==> src/rtl/sopc_system_linux_cpu_oci_dct_packer_if.sv <==
// Symbol-in / frame-out bus of the OCI DCT frame packer.
// The slave modport is the packer; master is the symbol source and frame consumer.
interface sopc_system_linux_cpu_oci_dct_packer_if;
  localparam int unsigned SYM_W  = 2;
  localparam int unsigned SLOTS  = 15;
  localparam int unsigned CNT_W  = 4;
  localparam int unsigned FCNT_W = 16;
  localparam int unsigned BUF_W  = SLOTS * SYM_W;

  logic              sym_valid;
  logic [SYM_W-1:0]  sym_data;
  logic              sym_ready;
  logic              flush;
  logic [BUF_W-1:0]  dct_buffer;
  logic [CNT_W-1:0]  dct_count;
  logic              frame_valid;
  logic              frame_ready;
  logic [FCNT_W-1:0] frames_sent;

  modport slave (
    input  sym_valid, sym_data, flush, frame_ready,
    output sym_ready, dct_buffer, dct_count, frame_valid, frames_sent
  );

  modport master (
    output sym_valid, sym_data, flush, frame_ready,
    input  sym_ready, dct_buffer, dct_count, frame_valid, frames_sent
  );
endinterface

==> src/rtl/sopc_system_linux_cpu_oci_dct_packer.sv <==
// OCI DCT transmit packer: gathers 2-bit trace symbols into 15-slot frames
// behind an accumulator stage and a valid/ready output register.
module sopc_system_linux_cpu_oci_dct_packer (
  input  logic                                    clk,
  input  logic                                    reset,
  sopc_system_linux_cpu_oci_dct_packer_if.slave   bus
);
  localparam int unsigned SYM_W  = 2;
  localparam int unsigned SLOTS  = 15;
  localparam int unsigned CNT_W  = 4;
  localparam int unsigned FCNT_W = 16;
  localparam int unsigned BUF_W  = SLOTS * SYM_W;

  logic [BUF_W-1:0]  acc_q,         acc_d;
  logic [CNT_W-1:0]  acc_cnt_q,     acc_cnt_d;
  logic              flush_pending_q, flush_pending_d;
  logic [BUF_W-1:0]  dct_buffer_q,  dct_buffer_d;
  logic [CNT_W-1:0]  dct_count_q,   dct_count_d;
  logic              frame_valid_q, frame_valid_d;
  logic [FCNT_W-1:0] frames_sent_q, frames_sent_d;

  logic out_free_c;
  logic acc_full_c;
  logic move_c;
  logic sym_ready_c;
  logic accept_c;
  logic handshake_c;

  // Transfer decision: the accumulator hands over when full, or when a flush is owed.
  always_comb begin
    out_free_c  = !frame_valid_q || bus.frame_ready;
    acc_full_c  = (acc_cnt_q == CNT_W'(SLOTS));
    move_c      = out_free_c &&
                  (acc_full_c || (flush_pending_q && (acc_cnt_q != CNT_W'(0))));
    sym_ready_c = !reset && (!acc_full_c || move_c);
    accept_c    = bus.sym_valid && sym_ready_c;
    handshake_c = frame_valid_q && bus.frame_ready;
  end

  always_comb begin
    acc_d           = acc_q;
    acc_cnt_d       = acc_cnt_q;
    flush_pending_d = flush_pending_q;
    dct_buffer_d    = dct_buffer_q;
    dct_count_d     = dct_count_q;
    frame_valid_d   = frame_valid_q;
    frames_sent_d   = frames_sent_q;

    // Accumulator: a symbol accepted in a move cycle starts the next frame.
    if (accept_c && move_c) begin
      acc_d     = BUF_W'(bus.sym_data);
      acc_cnt_d = CNT_W'(1);
    end else if (accept_c) begin
      acc_d[32'(acc_cnt_q) * SYM_W +: SYM_W] = bus.sym_data;
      acc_cnt_d = acc_cnt_q + CNT_W'(1);
    end else if (move_c) begin
      acc_d     = '0;
      acc_cnt_d = '0;
    end

    // A flush is satisfied by any move, or dropped when there is nothing to send.
    if (move_c) begin
      flush_pending_d = 1'b0;
    end else if (bus.flush || flush_pending_q) begin
      flush_pending_d = (acc_cnt_q != CNT_W'(0)) || accept_c;
    end

    if (move_c) begin
      dct_buffer_d  = acc_q;
      dct_count_d   = acc_cnt_q;
      frame_valid_d = 1'b1;
    end else if (handshake_c) begin
      frame_valid_d = 1'b0;
    end

    if (handshake_c) begin
      frames_sent_d = frames_sent_q + FCNT_W'(1);
    end
  end

  always_ff @(posedge clk) begin
    if (reset) begin
      acc_q           <= '0;
      acc_cnt_q       <= '0;
      flush_pending_q <= 1'b0;
      dct_buffer_q    <= '0;
      dct_count_q     <= '0;
      frame_valid_q   <= 1'b0;
      frames_sent_q   <= '0;
    end else begin
      acc_q           <= acc_d;
      acc_cnt_q       <= acc_cnt_d;
      flush_pending_q <= flush_pending_d;
      dct_buffer_q    <= dct_buffer_d;
      dct_count_q     <= dct_count_d;
      frame_valid_q   <= frame_valid_d;
      frames_sent_q   <= frames_sent_d;
    end
  end

  assign bus.sym_ready   = sym_ready_c;
  assign bus.dct_buffer  = dct_buffer_q;
  assign bus.dct_count   = dct_count_q;
  assign bus.frame_valid = frame_valid_q;
  assign bus.frames_sent = frames_sent_q;

endmodule

==> src/flat_wrapper.sv <==
// flat-port wrapper written by rule: the top's interface ports become plain ports
module sopc_system_linux_cpu_oci_dct_packer_flat 
  (clk, reset, bus_sym_valid, bus_sym_data, bus_flush, bus_frame_ready, bus_sym_ready, bus_dct_buffer, bus_dct_count, bus_frame_valid, bus_frames_sent);
  sopc_system_linux_cpu_oci_dct_packer_if bus_i ();
  input  logic clk;
  input  logic reset;
  input wire logic [$bits(bus_i.sym_valid)-1:0] bus_sym_valid;
  input wire logic [$bits(bus_i.sym_data)-1:0] bus_sym_data;
  input wire logic [$bits(bus_i.flush)-1:0] bus_flush;
  input wire logic [$bits(bus_i.frame_ready)-1:0] bus_frame_ready;
  output wire logic [$bits(bus_i.sym_ready)-1:0] bus_sym_ready;
  output wire logic [$bits(bus_i.dct_buffer)-1:0] bus_dct_buffer;
  output wire logic [$bits(bus_i.dct_count)-1:0] bus_dct_count;
  output wire logic [$bits(bus_i.frame_valid)-1:0] bus_frame_valid;
  output wire logic [$bits(bus_i.frames_sent)-1:0] bus_frames_sent;
  assign bus_i.sym_valid = bus_sym_valid;
  assign bus_i.sym_data = bus_sym_data;
  assign bus_i.flush = bus_flush;
  assign bus_i.frame_ready = bus_frame_ready;
  assign bus_sym_ready = bus_i.sym_ready;
  assign bus_dct_buffer = bus_i.dct_buffer;
  assign bus_dct_count = bus_i.dct_count;
  assign bus_frame_valid = bus_i.frame_valid;
  assign bus_frames_sent = bus_i.frames_sent;
  sopc_system_linux_cpu_oci_dct_packer u_core (.clk(clk), .reset(reset), .bus(bus_i));
endmodule
==> config.mk <==
export PLATFORM = sky130hd
export DESIGN_NAME = sopc_system_linux_cpu_oci_dct_packer_flat
export DESIGN_NICKNAME = d
export VERILOG_FILES = /design/src/rtl/sopc_system_linux_cpu_oci_dct_packer_if.sv /design/src/rtl/sopc_system_linux_cpu_oci_dct_packer.sv /design/src/flat_wrapper.sv
export SDC_FILE = /design/constraint.sdc
export NUM_CORES = 1
export LEC_CHECK = 0
export CAP_MARGIN = 20
export CORE_UTILIZATION = 55
export CTS_BUF_LIST = sky130_fd_sc_hd__clkbuf_8
export DETAILED_ROUTE_END_ITERATION = 16
export PLACE_DENSITY = 0.82
export SLEW_MARGIN = 25
export SYNTH_ARGS = -nofsm -noshare
export SYNTH_HDL_FRONTEND = slang
export SYNTH_SLANG_ARGS = --single-unit
export TNS_END_PERCENT = 100
==> constraint.sdc <==
create_clock -name clk -period 2.8 [get_ports clk]
set_input_delay 0.84 -clock clk [delete_from_list [all_inputs] [get_ports clk]]
set_output_delay 0.84 -clock clk [all_outputs]
set_load 0.005 [all_outputs]
==> results.toml, run 1 <==
[pwr]
clockPowerShare_pct = 36.7
intPower_mw = 1.634
seqPwrFrac_pct = 56.4
peakVddDrop_uv = 344.3
p_sw_share_pct = 25.33
p_sw_mw = 0.5544
p_comb_share_pct = 6.9
total_power_mw = 2.189
p_per_area_nw_per_um2 = 488.6
cellLeakagePower_nw = 1.646

[yosys]
yosys-top-cells-area = "dfxtp_1 48%, nand2_1 10%, a21oi_1 6.0%, mux2i_1 3.6%, nor2_1 3.0%"
synth_flop_cell = "dfxtp_1"
synth_most_common_cell = "nand2_1"
syn_inst = 415
synthesis.area_sq_um = 3606
synth.distinct_cells = 49
synth_edf_count = 0
syn_avg_cell_area_sq_um = 8.689
yosysTopAreaCell = "dfxtp_1"
synth_top_area_share_pct = 47.74
syn_nets = 429
yosysWarningCount = 0
yosysSeqAreaShare_pct = 47.74
ys_async_sr_fraction_pct = 0
yosys_register_bits = 86
synth_common_cells = "96 x nand2_1, 86 x dfxtp_1, 43 x a21oi_1, 29 x nor2_1, 18 x nand3_1"

[global_route]
grt_pass1_vias = 2905
grt_first_pass_wirelength_microns = 13370
gr-total-overflow = 0
grt_use_total_pct = 23.94
antenna_found_initial = 0
grt_max_degree = 36

[timing]
rsz0062_at_grt = "false"
finalHoldViolCount = 0
setup_violations = 0
relSlewSlack_pct = 50.47
drv_slew = 0
skew_ns = 0.007710
holdWs_ns = 0.4555
period_share_pct = 98.61
setup_tns_ns = 0
tightest_slew_ns = 0.7412
fmaxAchievable_mhz = 362.2
fin_crit_ns = 2.761

[die]
core_sq_um = 6350
die_w_microns = 82.97
num_rows = 29
die-area_sq_um = 6884
die_h_microns = 82.97
io_pins = 59
start_util_pct = 56.79

[routing]
vias = 3063
via_per_inst = 5.470
wl_microns = 7780
first_pass_iters = 5
wl_per_cell_microns = 13.89
drc = 0
drt_iter0_markers = 160
detail-route-antenna-nets = 0

[layout]
area.growth.synth_to_final_pct = 24.22
drive_gt1_share_pct = 9.524
nets = 492
final_cell_area_sq_um = 4479
antennaDiodeCount = 0
post-route-util_pct = 70.54

[worst_setup_path]
worst_setup_path_end_kind = "output port"
worstPathRequired_ns = 1.96
start_kind = "input pin"
worstPathMaxFanout = 2
cp.arrival_ns = 1.92
reg2reg_slack_ns = 0.34
crit_type = "input pin to output port"

[placed_design]
io_buffers = 58
place_area_sq_um = 4293
gp_congestion = 0.8751
hpwl_microns = 5650

[clock_tree]
cts_max_path_buffers = 2
cts_tree = "yes"
cts_sinks = 86
path_clk_slew_ns = 0.08
root_buffer = "clkbuf_8"
clkLatencyLatePin_ns = 0.36
h-tree-depth = 3
postCtsHoldBufs = 0
numCtsBuffers = 9

[status]
status = "completed"

[min_path]
hold_path.class = "flip-flop to flip-flop"

[job]
cap_violations = 0
## cells in the final DEF, fill, tap and decap left out, types with 2 or more instances in the layout
master,instances
nor2_1,29
xor2_1,10
buf_4,16
nor2b_1,3
mux2i_1,13
and2_1,2
nand2_1,96
clkbuf_8,10
clkinv_2,2
o21ai_1,10
ha_1,7
nor3_1,3
clkdlybuf4s50_1,56
xnor2_1,8
a21oi_1,42
o21a_1,2
nand4b_1,2
a32o_1,8
nand4_1,5
dfxtp_1,86
and4_1,3
o211ai_1,4
nor2_4,2
a21oi_2,4
and3_1,3
nand2b_1,3
nand3_1,18
inv_1,9
clkinv_4,2
## power by group through the flow
stage | combinational [mW] | sequential (mW) | clock, mW
after detailed placement | 0.151 | 1.26 | 0
after global routing | 0.166 | 1.24 | 0.873
after CTS | 0.151 | 1.23 | 0.820
after floorplan | 0.101 | 1.26 | 0
final | 0.152 | 1.23 | 0.803
after global placement | 0.148 | 1.26 | 0
## stage by stage
| step | instances | setup slack [ns] |
|---|---|---|
| finish | 560 | 0.03899 |
| global route | 560 | 0.007286 |
| CTS | 560 | 0.02990 |
| detailed placement | 544 | -0.2333 |
| global placement | 544 | -0.2088 |
| floorplan | 415 | 0.4719 |
## final cells by class
| type | count | area [sq um] |
|---|---|---|
| repair buffers | 74 | 694.4 |
| inverters | 9 | 33.78 |
| flip-flops and latches | 86 | 1722 |
| well taps | 77 | 96.34 |
| multi-input cells | 298 | 1749 |
| fillers | 492 | 1871 |
| clock buffers | 10 | 137.6 |
| clock inverters | 6 | 46.29 |
## repair_timing
item                       in CTS  in global routing
setup buffers                   0                  0
cloned                          0                  0
gates resized for setup         1                  1
pin swaps                       0                  0
setup endpoints to repair       1                  1
## final timing paths
check	to	cells past startpoint	from
max	bus_sym_ready	4	bus_frame_ready
min	u_core.bus.dct_buffer[23]	2	u_core.bus.dct_buffer[23]
max reg2reg	u_core.acc_q[1]	8	u_core.acc_cnt_q[0]
min reg2reg	u_core.bus.dct_buffer[23]	2	u_core.bus.dct_buffer[23]
## critical path, stage by stage
cell and delay (ns):
clkdlybuf4s50_1 0.47, and4b_1 0.22, a21oi_2 0.14, dlygate4sd2_1 0.24
## routing by layer
layer / vias to the layer above / share of wire (%) / routed length [microns] / GRT usage, %
met4: 0 / 1.8 / 138 / 9.875
li1: 1547 / - / - / -
met2: 70 / 47 / 3643 / 39.05
met1: 1433 / 47 / 3664 / 30.34
met5: - / 0 / 0 / 0
met3: 13 / 4.3 / 334 / 5.865
## cells by family after synthesis
group / after synthesis / synth area share, %
adder cells (fa/ha/maj): 7 / 2.429
XOR/XNOR: 18 / 4.372
buffers and inverters: 31 / 3.851
AO/OA/AOI/OAI: 84 / 15.89
flip-flops: 86 / 47.74
AND/OR/NAND/NOR: 176 / 22.10
multiplexers: 13 / 3.608
## state kept, by name (all words and copies together) (netlist names)
signal and flops:
u_core.bus.frame_valid 1, u_core.acc_q 30, u_core.flush_pending_q 1, u_core.bus.dct_buffer 30, u_core.bus.frames_sent 16, u_core.bus.dct_count 4
u_core.acc_cnt_q 4
Note: power is estimated with default switching activity, not from simulation.
==> run 2: changes to the inputs <==
--- a/config.mk
+++ b/config.mk
@@ -5,9 +5,11 @@
 export SDC_FILE = /design/constraint.sdc
 export NUM_CORES = 1
 export LEC_CHECK = 0
+export ABC_AREA = 1
 export CAP_MARGIN = 20
-export CORE_UTILIZATION = 55
+export CORE_UTILIZATION = 56
 export CTS_BUF_LIST = sky130_fd_sc_hd__clkbuf_8
+export CTS_CLUSTER_DIAMETER = 30
 export DETAILED_ROUTE_END_ITERATION = 16
 export PLACE_DENSITY = 0.82
 export SLEW_MARGIN = 25
==> run 2 against run 1 <==
  * Sequential cell count unchanged
  * First-iteration DRC count decreased by 14%
  * Clock-buffer cell count decreased by 1
  * Power increased by 12%
  * Critical path depth unchanged
  * Largest cell class unchanged
  * Largest power group unchanged
  * Highest routed layer unchanged
==> results.toml, run 2 <==
[yosys]
synth_edf_count = 0
syn_inst = 536
yosysWarningCount = 0
yosysSeqAreaShare_pct = 43.79
syn_avg_cell_area_sq_um = 7.334
ys_async_sr_fraction_pct = 0
syn_nets = 550
yosys-top-cells-area = "dfxtp_1 44%, nand2_1 13%, a21oi_1 8.4%, nand3_1 7.5%, inv_1 4.3%"
synth_top_area_share_pct = 43.79
synth_flop_cell = "dfxtp_1"
synth.distinct_cells = 33
yosysTopAreaCell = "dfxtp_1"
synth_most_common_cell = "nand2_1"
synth_common_cells = "137 x nand2_1, 86 x dfxtp_1, 66 x a21oi_1, 59 x nand3_1, 45 x inv_1"
synthesis.area_sq_um = 3931
yosys_register_bits = 86

[routing]
detail-route-antenna-nets = 0
drt_iter0_markers = 138
wl_per_cell_microns = 12.61
via_per_inst = 5.149
vias = 3599
drc = 0
wl_microns = 8811
first_pass_iters = 4

[clock_tree]
postCtsSetupRepairBufs = 0
cts_tree = "yes"
cts_sinks = 86
path_clk_slew_ns = 0.08
h-tree-depth = 3
postCtsHoldBufs = 0
numCtsBuffers = 9
clkLatencyLatePin_ns = 0.36
cts_max_path_buffers = 2
root_buffer = "clkbuf_8"

[worst_setup_path]
worstPathRequired_ns = 1.96
reg2reg_slack_ns = 0.50
worstPathMaxFanout = 3
crit_type = "input pin to output port"
worst_setup_path_end_kind = "output port"
reg2regPathDepth = 7
start_kind = "input pin"
cp.arrival_ns = 1.62

[layout]
area.growth.synth_to_final_pct = 23.93
drive_gt1_share_pct = 9.635
final_cells = 699
seq_area_sq_um = 1722
layout_commonest_cell = "nand2_1"
nets = 611
fillCellCount = 546
final_cell_area_sq_um = 4872
multi_input_area_sq_um = 1862
final_cell_mix = "137 x nand2_1, 86 x dfxtp_1, 66 x a21oi_1"

[pwr]
seqPwrFrac_pct = 50.1
p_sw_share_pct = 23.36
p_comb_share_pct = 6.7
p_per_area_nw_per_um2 = 504.0
intPower_mw = 1.882
peakVddDrop_uv = 341.3
clockPowerShare_pct = 43.1
cellLeakagePower_nw = 1.839
p_sw_mw = 0.5735

[placed_design]
placed_cells = 682
gp_congestion = 0.9033
place_area_sq_um = 4624
hpwl_microns = 6263
io_buffers = 58

[status]
status = "completed"

[global_route]
grt_use_total_pct = 24.91
grt_first_pass_wirelength_microns = 14430
grt_pass1_vias = 3125
gr-total-overflow = 0
grt_max_degree = 44
antenna_found_initial = 1

[timing]
finalHoldViolCount = 0
period_share_pct = 87.92
drv_slew = 0
relSlewSlack_pct = 57.92
fin_crit_ns = 2.462
setup_tns_ns = 0
skew_ns = 0.009463
setup_violations = 0
tightest_slew_ns = 0.6264
rsz0062_at_grt = "false"
fmaxAchievable_mhz = 406.2

[min_path]
hold_path.class = "flip-flop to flip-flop"
holdPathStages = 2

[die]
io_pins = 59
core_sq_um = 6794
die-area_sq_um = 7359
die_w_microns = 85.79
num_rows = 30
die_h_microns = 85.79
start_util_pct = 57.86

[job]
cap_violations = 0
-- run 2: cell types whose count changed after synthesis, sizes merged, moves of 11 or more --
| cell | change |
|---|---|
| nand2 | +45 |
| nand3 | +45 |
| inv | +40 |
| a21oi | +30 |
| nor2 | +14 |
| mux2i | -13 |
| nor3 | +11 |
-- run 2: cell type report --
type | count | area share [%]
multi-input combinational | 377 | 38.21
sequential | 86 | 35.34
timing repair buffer | 73 | 15.00
inverter | 50 | 3.903
clock buffer | 9 | 2.542
clock inverter | 7 | 2.491
tap | 96 | 2.465
antenna | 1 | 0.05136
-- run 2: stage by stage --
step	hold slack [ns]	worst slack [ns]	power (mW)	util [%]
after floorplan	0.4339	0.7292	1.373	-
after global placement	0.4486	-0.1528	1.422	68.07
after detailed placement	0.4553	-0.1420	1.424	68.07
after CTS	0.4669	0.06750	2.467	71.64
after global routing	0.4853	0.2844	2.535	71.68
final	0.4642	0.3384	2.455	71.71
-- run 2: worst max-delay path, cell delays in order --
cell,delay (ns)
dlygate4sd2_1,0.29
o21bai_1,0.18
inv_1,0.06
dlygate4sd2_1,0.26
-- run 2: per-layer routing --
metal	global-route usage [%]	vias up	wire length, microns
li1	-	1871	-
met1	33.23	1621	4163
met2	39.93	97	4012
met3	5.486	10	524
met4	8.788	0	111
met5	0	-	0
-- run 2: path summary, 6_finish.rpt --
path / start / end
worst min-delay path: u_core.acc_q[26] / u_core.bus.dct_buffer[26]
worst max register to register: u_core.acc_cnt_q[0] / u_core.acc_q[13]
worst max-delay path: reset / bus_sym_ready
worst min register to register: u_core.acc_q[26] / u_core.bus.dct_buffer[26]
-- run 2: power by group through the flow --
stage	clock [mW]	combinational, mW	sequential [mW]
finish	1.06	0.166	1.23
global route	1.12	0.183	1.23
CTS	1.07	0.164	1.23
detailed placement	0	0.164	1.26
global placement	0	0.162	1.26
floorplan	0	0.113	1.26
-- run 2: kinds of logic (layout without fill, tap and decap cells) --
group / count (synthesis) / count (layout) / synth area share [%]
fa+ha+maj: 7 / 7 / 2.228
simple gates: 273 / 273 / 31.06
flops: 86 / 86 / 43.79
compound gates: 93 / 93 / 13.18
buf+inv: 73 / 139 / 8.848
other cells: 0 / 1 / 0
xor+xnor: 4 / 4 / 0.8911
-- run 2: timing repair --
action | 4_1_cts | 5_1_grt
endpoints found under the setup margin | 1 | 1
gates resized for setup | 2 | 1
pin swaps | 1 | 1
